===== config.mk =====
export PLATFORM = sky130hd
export DESIGN_NAME = alu_arbiter
export DESIGN_NICKNAME = d
export VERILOG_FILES = /design/src/rtl/alu_arbiter_pkg.sv /design/src/rtl/alu_arbiter.sv
export SDC_FILE = /design/constraint.sdc
export NUM_CORES = 1
export LEC_CHECK = 0
export ABC_AREA = 1
export BUFFER_PORTS_ARGS = -buffer_cell sky130_fd_sc_hd__buf_4
export CAP_MARGIN = 20
export CORE_AREA = 2 2 77 97
export CTS_CLUSTER_SIZE = 14
export DETAILED_ROUTE_END_ITERATION = 8
export DIE_AREA = 0 0 79 99
export GPL_TIMING_DRIVEN = 0
export PLACE_DENSITY_LB_ADDON = 0.05
export SYNTH_ARGS = -nofsm -noshare
export SYNTH_HDL_FRONTEND = slang
export SYNTH_SLANG_ARGS = --single-unit

===== constraint.sdc =====
create_clock -name clock -period 1 [get_ports clock]
set_input_delay 0.05 -clock clock [delete_from_list [all_inputs] [get_ports clock]]
set_output_delay 0.05 -clock clock [all_outputs]
set_load 0.02 [all_outputs]

===== src/rtl/alu_arbiter_pkg.sv =====
// Shared types for the ALU arbiter: the RISC240 ALU opcode encoding.
package alu_arbiter_pkg;

    typedef enum logic [3:0] {
        F_A         = 4'b0000,
        F_A_PLUS_1  = 4'b0001,
        F_A_PLUS_B  = 4'b0010,
        F_A_MINUS_B = 4'b0011,
        F_A_MINUS_1 = 4'b0100,
        F_A_AND_B   = 4'b0101,
        F_A_OR_B    = 4'b0110,
        F_A_NOT     = 4'b0111,
        F_A_XOR_B   = 4'b1000,
        F_A_ASHR    = 4'b1001,
        F_A_LSHR    = 4'b1010,
        F_A_SHL     = 4'b1011,
        F_B         = 4'b1100,
        F_UNDEF     = 4'b1111
    } alu_op_t;

endpackage


===== src/rtl/alu_arbiter.sv =====
// Two-requester arbiter in front of a shared combinational ALU (IDLE -> EXEC -> RESP).
// Define ALU_ARB_ROUND_ROBIN_EN for round-robin; otherwise requester 0 has strict priority.
module alu_arbiter
    import alu_arbiter_pkg::*;
#(
    parameter int unsigned DW = 16
) (
    input  logic          clock,
    input  logic          reset_L,
    input  logic [1:0]    req_valid,
    output logic [1:0]    req_ready,
    input  alu_op_t       req_opcode0,
    input  alu_op_t       req_opcode1,
    input  logic [DW-1:0] req_inA0,
    input  logic [DW-1:0] req_inB0,
    input  logic [DW-1:0] req_inA1,
    input  logic [DW-1:0] req_inB1,
    output logic [1:0]    rsp_valid,
    input  logic [1:0]    rsp_ready,
    output logic [DW-1:0] rsp_out,
    output logic [3:0]    rsp_cc,
    output logic [DW-1:0] alu_inA,
    output logic [DW-1:0] alu_inB,
    output alu_op_t       alu_opcode,
    input  logic [DW-1:0] alu_out,
    input  logic [3:0]    alu_cc,
    output logic          busy
);

    typedef enum logic [1:0] {StIdle, StExec, StResp} state_e;

    state_e        state_q, state_d;
    logic          ptr_q;
    logic          gnt;
    logic          accept;
    logic          owner_q;
    alu_op_t       op_q;
    logic [DW-1:0] a_q, b_q;
    logic [DW-1:0] out_q;
    logic [3:0]    cc_q;

    // A lone requester wins outright; the pointer only breaks ties.
    always_comb begin
        gnt = ptr_q;
        case (req_valid)
            2'b01:   gnt = 1'b0;
            2'b10:   gnt = 1'b1;
            default: gnt = ptr_q;
        endcase
    end

    assign accept = (state_q == StIdle) && (req_valid != 2'b00);

`ifdef ALU_ARB_ROUND_ROBIN_EN
    logic ptr_d;

    assign ptr_d = accept ? ~gnt : ptr_q;

    always_ff @(posedge clock) begin
        if (!reset_L) ptr_q <= 1'b0;
        else          ptr_q <= ptr_d;
    end
`else
    assign ptr_q = 1'b0;
`endif

    always_ff @(posedge clock) begin
        if (!reset_L) state_q <= StIdle;
        else          state_q <= state_d;
    end

    always_comb begin
        state_d = state_q;
        case (state_q)
            StIdle:  if (accept) state_d = StExec;
            StExec:  state_d = StResp;
            StResp:  if (rsp_ready[owner_q]) state_d = StIdle;
            default: state_d = StIdle;
        endcase
    end

    always_comb begin
        req_ready = 2'b00;
        rsp_valid = 2'b00;
        if (accept)             req_ready[gnt]     = 1'b1;
        if (state_q == StResp)  rsp_valid[owner_q] = 1'b1;
        busy = (state_q != StIdle);
    end

    always_ff @(posedge clock) begin
        if (!reset_L) begin
            owner_q <= 1'b0;
            op_q    <= F_A;
            a_q     <= '0;
            b_q     <= '0;
            out_q   <= '0;
            cc_q    <= '0;
        end else begin
            if (accept) begin
                owner_q <= gnt;
                op_q    <= gnt ? req_opcode1 : req_opcode0;
                a_q     <= gnt ? req_inA1    : req_inA0;
                b_q     <= gnt ? req_inB1    : req_inB0;
            end
            if (state_q == StExec) begin
                out_q <= alu_out;
                cc_q  <= alu_cc;
            end
        end
    end

    assign alu_inA    = a_q;
    assign alu_inB    = b_q;
    assign alu_opcode = op_q;
    assign rsp_out    = out_q;
    assign rsp_cc     = cc_q;

endmodule


After elaboration in Yosys (flattened, before gate mapping)
Cells that the tools add are included.
Operators by class
  $add $sub $neg: 0
  multipliers: 0
  divide/modulo/power cells: 0
  $lt $le $gt $ge: 4
  equality and inequality tests: 5
  shifts and indexed selects: 0
  muxes and demuxes: 15
  bitwise operators: 0
  reduce and logical (&&, ||, !) cells: 7
Operators by type and width (count)
  $mux W16: 2
  $mux W2: 4
  $pmux W2 S3: 1
  $mux W1: 5
  $eq A2 B2 Y1 const B: 2
  $lt A1 B2 Y1 const B: 2
  $mux W4: 1
  $ne A2 B2 Y1 const B: 2
  $reduce_bool A2 Y1: 2
  $logic_and A1 B1 Y1: 3
  $demux W1 S1: 2
  $eq A2 B1 Y1 const B: 1
  $ge A1 B1 Y1 const B: 2
  $logic_not A2 Y1: 1
  $reduce_and A2 Y1: 1
Storage, ports and cells
  bits in registers: 59
  latch bits: 0
  bits in writable memories: 0
  bits in read-only memories: 0
  bits of input ports: 98
  output and inout bits: 61
  word-level logic and storage cells: 38
  memories: 0

Depth between registers and ports, before layout
Gate-level depths: netlist of run 1.
  depth after elaboration: 7
  mapped depth: 7

Worst setup path after synthesis of run 1
OpenSTA, ideal clock, no wires.
  path kind: flip-flop to flip-flop
  from: register state_q[1]
  to: register b_q[0], in the netlist alu_inB[0]
  library setup time: 0.070 ns
  arrival time: 1.066 ns
  setup slack: -0.136 ns
  stages on the path, launching flop included: 7
  path buffers: 1
  path through: dfxtp_1 > nor2_4 > inv_2 > nor2_4 > buf_6 > nand2_1 > a21oi_1
On the way
  cells in the longest elaborated chain, start to end: 2
Ends and longest elaborated chain
  start, declared: RTL line alu_arbiter.sv:32  | state_e state_q, state_d;
  start signal, assigned: RTL line alu_arbiter.sv:68  | if (!reset_L) state_q <= StIdle;
  start signal, assigned: RTL line alu_arbiter.sv:69  | else state_q <= state_d;
  $logic_not A2 Y1: RTL line alu_arbiter.sv:52  | assign accept = (state_q == StIdle) && (req_valid != 2'b00);
  $logic_and A1 B1 Y1: RTL line alu_arbiter.sv:52
  end signal, assigned: RTL line alu_arbiter.sv:103  | b_q <= gnt ? req_inB1 : req_inB0;
  end, declared: RTL line alu_arbiter.sv:38  | logic [DW-1:0] a_q, b_q;
Every way passes these cells.
A chain may end at the register's enable or synchronous reset.

Final worst setup path of run 1
  from: register state_q[1]
  to: output rsp_valid[1]
On the way
  cells in the longest elaborated chain, start to end: 2
Ends and longest elaborated chain
  $eq A2 B2 Y1: RTL line alu_arbiter.sv:86  | if (state_q == StResp) rsp_valid[owner_q] = 1'b1;
  $mux W2: RTL line alu_arbiter.sv:86
  end, declared: RTL line alu_arbiter.sv:18  | output logic [1:0] rsp_valid,
Every way passes these cells.

==> flow_summary_export.csv, run 1 <==
group,metric,value,unit
run_status,outcome,"finished, violations left",
run_status,violations,"setup timing",
floorplan,coreArea,6892,sq um
min_path,hp-start,"rsp_ready[0]",
timing,slew_headroom,64.24,%
floorplan,fp.dieW,79,microns
clock_network,cts_inserted_buffers,9,
grt,grt_use_met3,5.403,%
worst_setup_path,worst-path-max-fanout,2,
power,vdd_ir_drop_max,0.6822,mV
floorplan,die_area,7821,sq um
run,cap_violations,0,
cells_and_area,fin_nets,684,
placement,portBuffers,158,
grt,grt_usage,21.15,%
detailed_routing,ant_nets,0,
clock_network,cts_root_buf,"clkbuf_8",
detailed_routing,drc,0,
grt,grt_pass1_vias,2976,
cells_and_area,layout_commonest_cell,"buf_4",
synth,yosys.area.top_type,"dfxtp_1",
grt,grt_max_degree,11,
timing,tightestPinTransition,0.5364,ns
detailed_routing,drt-total-wl,8.427,mm
min_path,whs_endpoint,"state_q[1]$_SDFFE_PN0P_",
grt,grt-busiest-layer,"met2",
clock_network,cts.htree.levels,3,
worst_setup_path,worstPathArrival,1.15,ns
min_path,hold_depth,4,
timing,setup_viol,63,
worst_setup_path,rrSetupSlack,-0.19,ns
floorplan,pin_count,159,
synth,synth_cell_types,15,
timing,slew_violations,0,
cells_and_area,drive_above_1_share,37.90,%
cells_and_area,area_delta_synth_final,69.84,%
placement,place_inst,637,
synth,ys_seq_elements,59,
worst_setup_path,crit_top_cell,"inv_2",
worst_setup_path,startpoint_type,"flop",
synth,synth_top_area_share,44.76,%
cells_and_area,fin_cells,681,
timing,period_share,120.0,%
power,p_leak,2.238,nW
power,power_density,1524,nW/um^2
worst_setup_path,reg2reg_to,"alu_inA[6]$_SDFFE_PN0P_",
cells_and_area,most-common-layout-cells,"buf_4 (172), nand2_1 (147), dfxtp_1 (57), nor2_1 (42), nand3_1 (37)",
detailed_routing,firstDrtPassIters,4,
timing,worst_slack,-0.2001,ns
synth,ys_seq_area_share,44.76,%
timing,max_freq,833.2,MHz
floorplan,start_util,38.29,%
grt,grt_overflow,0,
worst_setup_path,cp_cell_sequence,"inv_2, nor2_4, inv_2, nor2_2, buf_6",
grt,grt_pass1_wl,13.33,mm
timing,clock_skew,0.005526,ns
detailed_routing,num_vias,3192,
worst_setup_path,required,0.95,ns
placement,gp_congestion,0.8129,
synth,synthTopCellsByArea,"dfxtp_1 (45%), nand2_1 (21%), a21oi_1 (7.2%), nand3_1 (7.2%), nor2_1 (6.4%)",
placement,detailed_place_hpwl,6.034,mm
worst_setup_path,reg2reg_depth,6,
synth,syn-mean-instance-area,6.783,sq um
worst_setup_path,r2r_start,"state_q[1]$_SDFFE_PN0P_",
clock_network,cts.clk_slew.worst_paths,0.06,ns
cells_and_area,antenna_cells,0,
placement,place_ws,-0.3205,ns
worst_setup_path,slowest_stage,"dfxtp_2",
floorplan,placement_rows,34,
clock_network,cts_tree,"done",
detailed_routing,wire_per_inst,12.37,microns
worst_setup_path,cpPeakStageDelay,0.35,ns
grt,grt_util_met1,24.04,%
grt,antenna_found_initial,0,
power,power,0.006831,W
synth,synthCells,389,
timing,hold_violations,0,
min_path,min_path_type,"input pin to flop",
grt,met2_usage,37.61,%
worst_setup_path,critPathLaunch,"state_q[1]$_SDFFE_PN0P_",
floorplan,die_h,99,microns
clock_network,cts_sinks,59,
detailed_routing,vias_per_cell,4.687,
detailed_routing,drt-initial-drc-count,84,
clock_network,clk_latency,0.33,ns
worst_setup_path,crit_type,"flop to primary output",
clock_network,clk_path_buf_depth,2,
timing,rsz0062_at_grt,"yes",
timing,setup_tns,-7.087,ns
synth,syn-num-nets,487,
worst_setup_path,endpoint_kind,"primary output",
synth,synthesis.area,2639,sq um
timing,layout_min_cycle_time,1.200,ns
synth,yosys_warnings,0,
==> sequential cells by signal, summed over array words and instances (netlist names) <==
name        cells
alu_inA        16
alu_inB        16
alu_opcode      4
owner_q         1
rsp_cc          4
rsp_out        16
state_q         2
==> layout make-up <==
cell class / instances / area (sq um)
fillers: 673 / 2410
clock buffers: 11 / 141.4
flip-flops and latches: 59 / 1184
multi-input cells: 294 / 1295
well taps: 90 / 112.6
inverters: 9 / 36.28
clock inverters: 5 / 52.55
plain buffers: 27 / 195.2
repair buffers: 186 / 1465
==> power by group <==
group	leakage [nW]	switching, W	internal, W
logic	1.65	0.00103	0.000965
registers	0.487	0.000125	0.00258
clock network	0.0991	0.000927	0.00121
==> critical path, delay by kind of cell (launching register included) <==
family | cells | cell delay [ns]
DFF | 1 | 0.35
and+or+nand+nor | 2 | 0.24
buffers and inverters | 3 | 0.23
==> worst max path at each step <==
| stage | end | cells after the start |
|---|---|---|
| detailed placement | alu_inA[6]$_SDFFE_PN0P_ | 5 |
| floorplan | alu_inB[0]$_SDFFE_PN0P_ | 6 |
| CTS | req_ready[1] | 4 |
| global placement | alu_inA[12]$_SDFFE_PN0P_ | 5 |
| global route | alu_inA[4]$_SDFFE_PN0P_ | 6 |
| finish | rsp_valid[1] | 5 |
==> logic make-up after synthesis <==
family | after synthesis | share of synthesized area (%)
and+or+nand+nor | 235 | 35.89
DFF | 59 | 44.76
AOI/OAI and AO/OA | 59 | 11.62
buffers and inverters | 36 | 7.729
==> cell usage after synthesis <==
| cell | n |
|---|---|
| nor2_1 | 45 |
| a21oi_1 | 38 |
| nand3_1 | 38 |
| o21ai_4 | 1 |
| buf_6 | 5 |
| inv_2 | 2 |
| nor2_4 | 2 |
| dfxtp_1 | 59 |
| clkbuf_1 | 9 |
| nand2_2 | 1 |
| buf_4 | 6 |
| nand2_1 | 149 |
| buf_2 | 7 |
| inv_1 | 7 |
| o21ai_0 | 20 |
==> per-stage QoR <==
step                utilization [%]  cell area [sq um]  hold slack (ns)
detailed placement            57.21               3943           0.3118
CTS                           64.11               4418         0.001268
floorplan                         -               2644           0.2138
finish                        65.03               4482          0.01008
global placement              57.21               3943           0.2995
global route                  65.03               4482          0.02986
==> metal layers <==
metal	vias to the layer above	wire length, microns
li1	1636	-
met1	1430	3330
met2	114	4355
met3	12	617
met4	0	123
met5	-	0
==> timing repair <==
| action | 4_1_cts | 5_1_grt |
|---|---|---|
| hold buffers | 20 | 0 |
| endpoints found under the hold margin | 20 | 0 |
| endpoints found under the setup margin | 63 | 64 |
| pin swaps | 3 | 6 |
| setup buffers | 4 | 4 |
| gates resized for setup | 21 | 21 |
Note: power is estimated with default switching activity, not from simulation.
==> run 2, diff against run 1 <==
- CORE_AREA: 2 2 77 97 -> 3 3 78 98
- DIE_AREA: 0 0 79 99 -> 0 0 81 101
==> flow_summary_export.csv, run 2 (synthesis results as in run 1) <==
group,metric,value,unit
detailed_routing,firstDrtPassIters,4,
worst_setup_path,rrSetupSlack,-0.20,ns
floorplan,start_util,38.29,%
timing,worst_slack,-0.2548,ns
cells_and_area,layout_commonest_cell,"buf_4",
cells_and_area,fin_nets,679,
worst_setup_path,required,0.95,ns
worst_setup_path,slowest_stage,"dfxtp_2",
grt,antenna_found_initial,0,
worst_setup_path,startpoint_type,"flop",
floorplan,die_area,8181,sq um
worst_setup_path,worst-path-max-fanout,4,
worst_setup_path,cp-endpoint,"req_ready[1]",
clock_network,cts_root_buf,"clkbuf_8",
floorplan,coreArea,6892,sq um
min_path,min_path_type,"input pin to flop",
timing,max_freq,797.0,MHz
grt,grt_usage,20.29,%
detailed_routing,drt-initial-drc-count,79,
run_status,outcome,"finished, violations left",
timing,clock_skew,0.006881,ns
power,power_density,1517,nW/um^2
cells_and_area,antenna_cells,0,
worst_setup_path,cp_cell_sequence,"nor2_4, nand3_2, inv_2, buf_6",
cells_and_area,num-fill-cells,660,
clock_network,cts_sinks,59,
run,cap_violations,0,
worst_setup_path,path_buf_inv,2,
detailed_routing,ant_nets,0,
timing,slew_headroom,58.31,%
worst_setup_path,path_depth,4,
power,vdd_ir_drop_max,0.7616,mV
grt,grt_pass1_wl,13.09,mm
placement,gp_congestion,0.8084,
clock_network,cts.clk_slew.worst_paths,0.07,ns
grt,grt_overflow,0,
run_status,violations,"hold timing, setup timing",
timing,setup_tns,-7.399,ns
worst_setup_path,endpoint_kind,"primary output",
grt,grt_pass1_vias,2847,
worst_setup_path,cpLargestDelayFamily,"flip-flops",
detailed_routing,wire_per_inst,12.54,microns
clock_network,clk_latency,0.33,ns
timing,holdWs,-0.007519,ns
timing,rsz0062_at_grt,"yes",
clock_network,cts_inserted_buffers,9,
worst_setup_path,worstPathArrival,1.20,ns
cells_and_area,drive_above_1_share,40.27,%
floorplan,pin_count,159,
detailed_routing,num_vias,3129,
clock_network,cts_tree,"done",
detailed_routing,vias_per_cell,4.629,
worst_setup_path,r2r_start,"state_q[0]$_SDFFE_PN0P_",
cells_and_area,multi_input_area,1353,sq um
floorplan,placement_rows,34,
clock_network,clk_path_buf_depth,2,
worst_setup_path,critPathLaunch,"state_q[0]$_SDFFE_PN0P_",
placement,detailed_place_hpwl,6.096,mm
timing,layout_min_cycle_time,1.255,ns
cells_and_area,final_core_util,65.58,%
timing,hold_violations,1,
placement,place_ws,-0.3228,ns
power,p_leak,2.226,nW
cells_and_area,most-common-layout-cells,"buf_4 (162), nand2_1 (147), dfxtp_1 (57), nor2_1 (39), nand3_1 (37)",
worst_setup_path,crit_type,"flop to primary output",
worst_setup_path,reg2reg_depth,6,
timing,setup_viol,42,
clock_network,cts.htree.levels,3,
worst_setup_path,reg2reg_to,"alu_inA[14]$_SDFFE_PN0P_",
detailed_routing,drc,0,
grt,grt_max_degree,11,
cells_and_area,register_area,1184,sq um
worst_setup_path,cpPeakStageDelay,0.36,ns
cells_and_area,area_delta_synth_final,71.27,%
floorplan,fp.dieW,81,microns
timing,slew_violations,0,
placement,portBuffers,158,
floorplan,die_h,101,microns
timing,tightestPinTransition,0.6253,ns
timing,period_share,125.5,%
detailed_routing,drt-total-wl,8.477,mm
run 2: changes by cell type in the layout (fill, tap and decap cells not counted), sizes merged:
cell         previous run  this run
buf                   186       183
clkbuf                 18        17
dlygate4sd3            20        19
run 2: power by group:
part	leakage [nW]	switching (W)	total (W)	internal, W
clock network	0.0991	0.000920	0.00213	0.00121
registers	0.487	0.000124	0.00270	0.00258
logic	1.64	0.00106	0.00203	0.000973
total	2.23	0.00210	0.00686	0.00476
run 2: per-layer routing:
| layer | vias to the layer above | GRT usage (%) | routed length (microns) |
|---|---|---|---|
| li1 | 1625 | - | - |
| met1 | 1380 | 23.38 | 3250 |
| met2 | 114 | 35.36 | 4340 |
| met3 | 10 | 6.440 | 768 |
| met4 | 0 | 6.112 | 118 |
| met5 | - | 0 | 0 |
run 2: worst min path at each step:
stage / from / endpoint / slack (ns) / depth (start not counted)
3_5_place_dp: alu_out[15] / rsp_out[15]$_SDFFE_PN0N_ / 0.31 / 3
4_1_cts: alu_out[1] / rsp_out[1]$_SDFFE_PN0N_ / 0.02 / 3
3_3_place_gp: alu_out[3] / rsp_out[3]$_SDFFE_PN0N_ / 0.30 / 3
5_1_grt: alu_out[1] / rsp_out[1]$_SDFFE_PN0N_ / 0.02 / 3
2_1_floorplan: alu_cc[3] / rsp_cc[3]$_SDFFE_PN0N_ / 0.21 / 2
6_report: alu_out[1] / rsp_out[1]$_SDFFE_PN0N_ / -0.008 / 3
run 2: area by class of cell:
class	instances	share of cell area [%]
Clock inverter	5	1.163
Inverter	9	0.8029
Sequential cell	59	26.19
Clock buffer	11	3.128
Multi-Input combinational cell	294	29.93
Tap cell	90	2.492
Buffer	27	4.596
Timing Repair Buffer	181	31.70
run 2: metrics by stage:
step	instance area (sq um)	instances	power (W)	hold slack [ns]
global placement	3943	637	0.004531	0.3011
detailed placement	3943	637	0.004560	0.3125
global route	4519	676	0.007231	0.01879
CTS	4394	675	0.006814	0.01549
floorplan	2644	389	0.003719	0.2138
finish	4519	676	0.006858	-0.007519
run 2: worst register-to-register path: stages, from the launching register on:
cell     delay [ns]
dfxtp_2        0.36
nor2_4         0.21
inv_4          0.06
nor2_4         0.15
buf_6          0.16
nand2_1        0.08
a21oi_2        0.11
run 2: repair_timing:
action                                 in CTS  in global routing
setup endpoints to repair                  63                 64
setup buffers                               3                  0
endpoints found under the hold margin      19                  0
hold buffers                               19                  0
gates resized for setup                    19                 56
gates cloned                                0                  1
pin swaps                                   3                  4
==> run 3, diff against run 2 <==
- ABC_AREA: 1 -> unset
- CORE_AREA: 3 3 78 98 -> 3 3 69 87
- DIE_AREA: 0 0 81 101 -> 0 0 72 90
- clock period: 1 -> 1.55 ns (I/O delays scaled with it)
==> flow_summary_export.csv, run 3 <==
group,metric,value,unit
floorplan,placement_rows,29,
clock_network,cts.clk_slew.worst_paths,0.06,ns
power,vdd_ir_drop_max,0.7585,mV
synth,syn-mean-instance-area,9.788,sq um
cells_and_area,most-common-layout-cells,"buf_4 (162), dfxtp_1 (59), nand2_1 (41), a22oi_1 (36), o2bb2ai_1 (36)",
timing,slew_headroom,70.52,%
cells_and_area,drive_above_1_share,45.09,%
cells_and_area,antenna_cells,0,
clock_network,cts_tree,"done",
synth,synthesis.area,2271,sq um
timing,layout_min_cycle_time,1.428,ns
grt,grt_max_degree,11,
detailed_routing,ant_nets,0,
floorplan,coreArea,5189,sq um
timing,clock_skew,0.003828,ns
worst_setup_path,cp_cell_sequence,"dlygate4sd3_1, buf_4, clkbuf_1, nor2_1, buf_4",
clock_network,cts_root_buf,"clkbuf_8",
worst_setup_path,worst-path-max-fanout,10,
grt,grt_pass1_vias,2475,
worst_setup_path,slowest_stage,"dlygate4sd3_1",
clock_network,cts_setup_buffers,0,
worst_setup_path,r2r_start,"state_q[1]$_SDFFE_PN0P_",
worst_setup_path,cpPeakStageDelay,0.53,ns
worst_setup_path,reg2reg_depth,4,
timing,hold_violations,0,
synth,synth_ff_type,"dfxtp_1",
clock_network,hold_buffers,22,
detailed_routing,drt-initial-drc-count,89,
grt,grt_usage,22.00,%
placement,gp_congestion,0.7522,
run_status,outcome,"complete, no violations",
timing,setup_viol,0,
grt,grt_overflow,0,
clock_network,clk_latency,0.33,ns
clock_network,cts_inserted_buffers,9,
synth,synthTopCellsByArea,"dfxtp_1 (52%), o2bb2ai_1 (14%), a22oi_1 (12%), nand2_1 (6.8%), a21oi_1 (4.8%)",
min_path,min_path_type,"input pin to flop",
floorplan,start_util,43.77,%
power,p_leak,1.816,nW
cells_and_area,final_cell_area,3996,sq um
worst_setup_path,crit_top_cell,"buf_4",
synth,synth_top_area_share,52.01,%
floorplan,fp.dieW,72,microns
timing,setup_tns,0,ns
timing,rsz0062_at_grt,"no",
synth,synth_cell_types,22,
synth,async_flop_share,0,%
synth,synthCells,232,
clock_network,cts_sinks,59,
detailed_routing,firstDrtPassIters,4,
detailed_routing,wire_per_inst,14.59,microns
synth,ys_seq_elements,59,
placement,place_area,3535,sq um
detailed_routing,drc,0,
grt,antenna_found_initial,0,
synth,syn-num-nets,330,
synth,synth_edf_count,0,
clock_network,cts.htree.levels,3,
worst_setup_path,startpoint_type,"input pin",
timing,period_share,92.14,%
power,power_density,1096,nW/um^2
synth,yosys.area.top_type,"dfxtp_1",
floorplan,pin_count,159,
worst_setup_path,endpoint_kind,"primary output",
cells_and_area,area_delta_synth_final,75.98,%
placement,portBuffers,158,
floorplan,die_h,90,microns
floorplan,die_area,6480,sq um
worst_setup_path,critPathLaunch,"req_valid[0]",
grt,grt_pass1_wl,11.27,mm
worst_setup_path,worstPathArrival,1.35,ns
cells_and_area,layout_commonest_cell,"buf_4",
synth,yosys_warnings,0,
detailed_routing,num_vias,2467,
timing,max_freq,700.2,MHz
run,cap_violations,0,
worst_setup_path,required,1.47,ns
detailed_routing,drt-total-wl,7.147,mm
synth,ys_seq_area_share,52.01,%
detailed_routing,vias_per_cell,5.035,
cells_and_area,fin_nets,521,
clock_network,ctsResizeCount,0,
synth,yosysMostFrequentCell,"dfxtp_1",
timing,slew_violations,0,
min_path,hold_depth,3,
synth,synth_top_cells_by_count,"dfxtp_1 (59), nand2_1 (41), a22oi_1 (36), o2bb2ai_1 (36), a21oi_1 (22)",
placement,detailed_place_hpwl,5.154,mm
timing,tightestPinTransition,0.4422,ns
worst_setup_path,crit_type,"input pin to primary output",
min_path,hp-start,"req_inA1[10]",
clock_network,clk_path_buf_depth,2,
run 3: cell types whose count changed in the layout (fill, tap and decap cells not counted), sizes merged, moves of 7 or more:
cell / delta
inv: -7
a22oi: +36
a21oi: -16
nand2: -108
nor2: -43
buf: -7
nand3: -38
o21ai: -21
o2bb2ai: +36
run 3: power breakdown:
group / internal, W / switching (W) / total (W)
sequential: 0.00165 / 0.0000732 / 0.00172
combinational: 0.000500 / 0.000479 / 0.000978
clock: 0.00111 / 0.000574 / 0.00168
total: 0.00325 / 0.00113 / 0.00438
run 3: worst paths after layout:
| check | to | slack [ns] |
|---|---|---|
| worst min-delay path | alu_inA[10]$_SDFFE_PN0P_ | 0.03 |
| worst max register to register | alu_inA[11]$_SDFFE_PN0P_ | 0.35 |
| worst min register to register | rsp_cc[2]$_SDFFE_PN0N_ | 0.45 |
| worst max-delay path | req_ready[1] | 0.12 |
run 3: cells by family after synthesis:
group | share of synthesized area [%]
and+or+nand+nor | 10.19
muxes | 0.4408
buffers and inverters | 6.336
AOI/OAI and AO/OA | 31.02
DFF | 52.01
run 3: critical path: cells and delay by family:
kind          cells  cell delay [ns]
buf+inv           4             1.18
simple gates      1             0.10
run 3: layout make-up:
| cell class | instances | area [sq um] |
|---|---|---|
| Fill cell | 383 | 1192 |
| Clock inverter | 5 | 100.1 |
| Buffer | 21 | 136.4 |
| Clock buffer | 11 | 141.4 |
| Sequential cell | 59 | 1181 |
| Tap cell | 62 | 77.57 |
| Multi-Input combinational cell | 150 | 945.9 |
| Inverter | 2 | 7.507 |
| Timing Repair Buffer | 180 | 1406 |
run 3: per-stage QoR:
step / setup WS [ns] / hold WS (ns) / cells / power, W / util (%)
after detailed placement: 0.3407 / 0.3330 / 452 / 0.002689 / 68.12
after floorplan: 0.4307 / 0.2028 / 232 / 0.002208 / -
final: 0.1218 / 0.02794 / 490 / 0.004379 / 77.02
after global placement: 0.3630 / 0.3248 / 452 / 0.002677 / 68.12
after CTS: 0.1251 / 0.01722 / 490 / 0.004418 / 77.02
after global routing: 0.05839 / 0.04112 / 490 / 0.004567 / 77.02
run 3: layer usage:
layer,wire length (microns),track usage [%],vias up
li1,-,-,1241
met1,2736,23.55,1083
met2,3475,37.27,124
met3,705,6.696,19
met4,229,12.85,0
met5,0,0,-
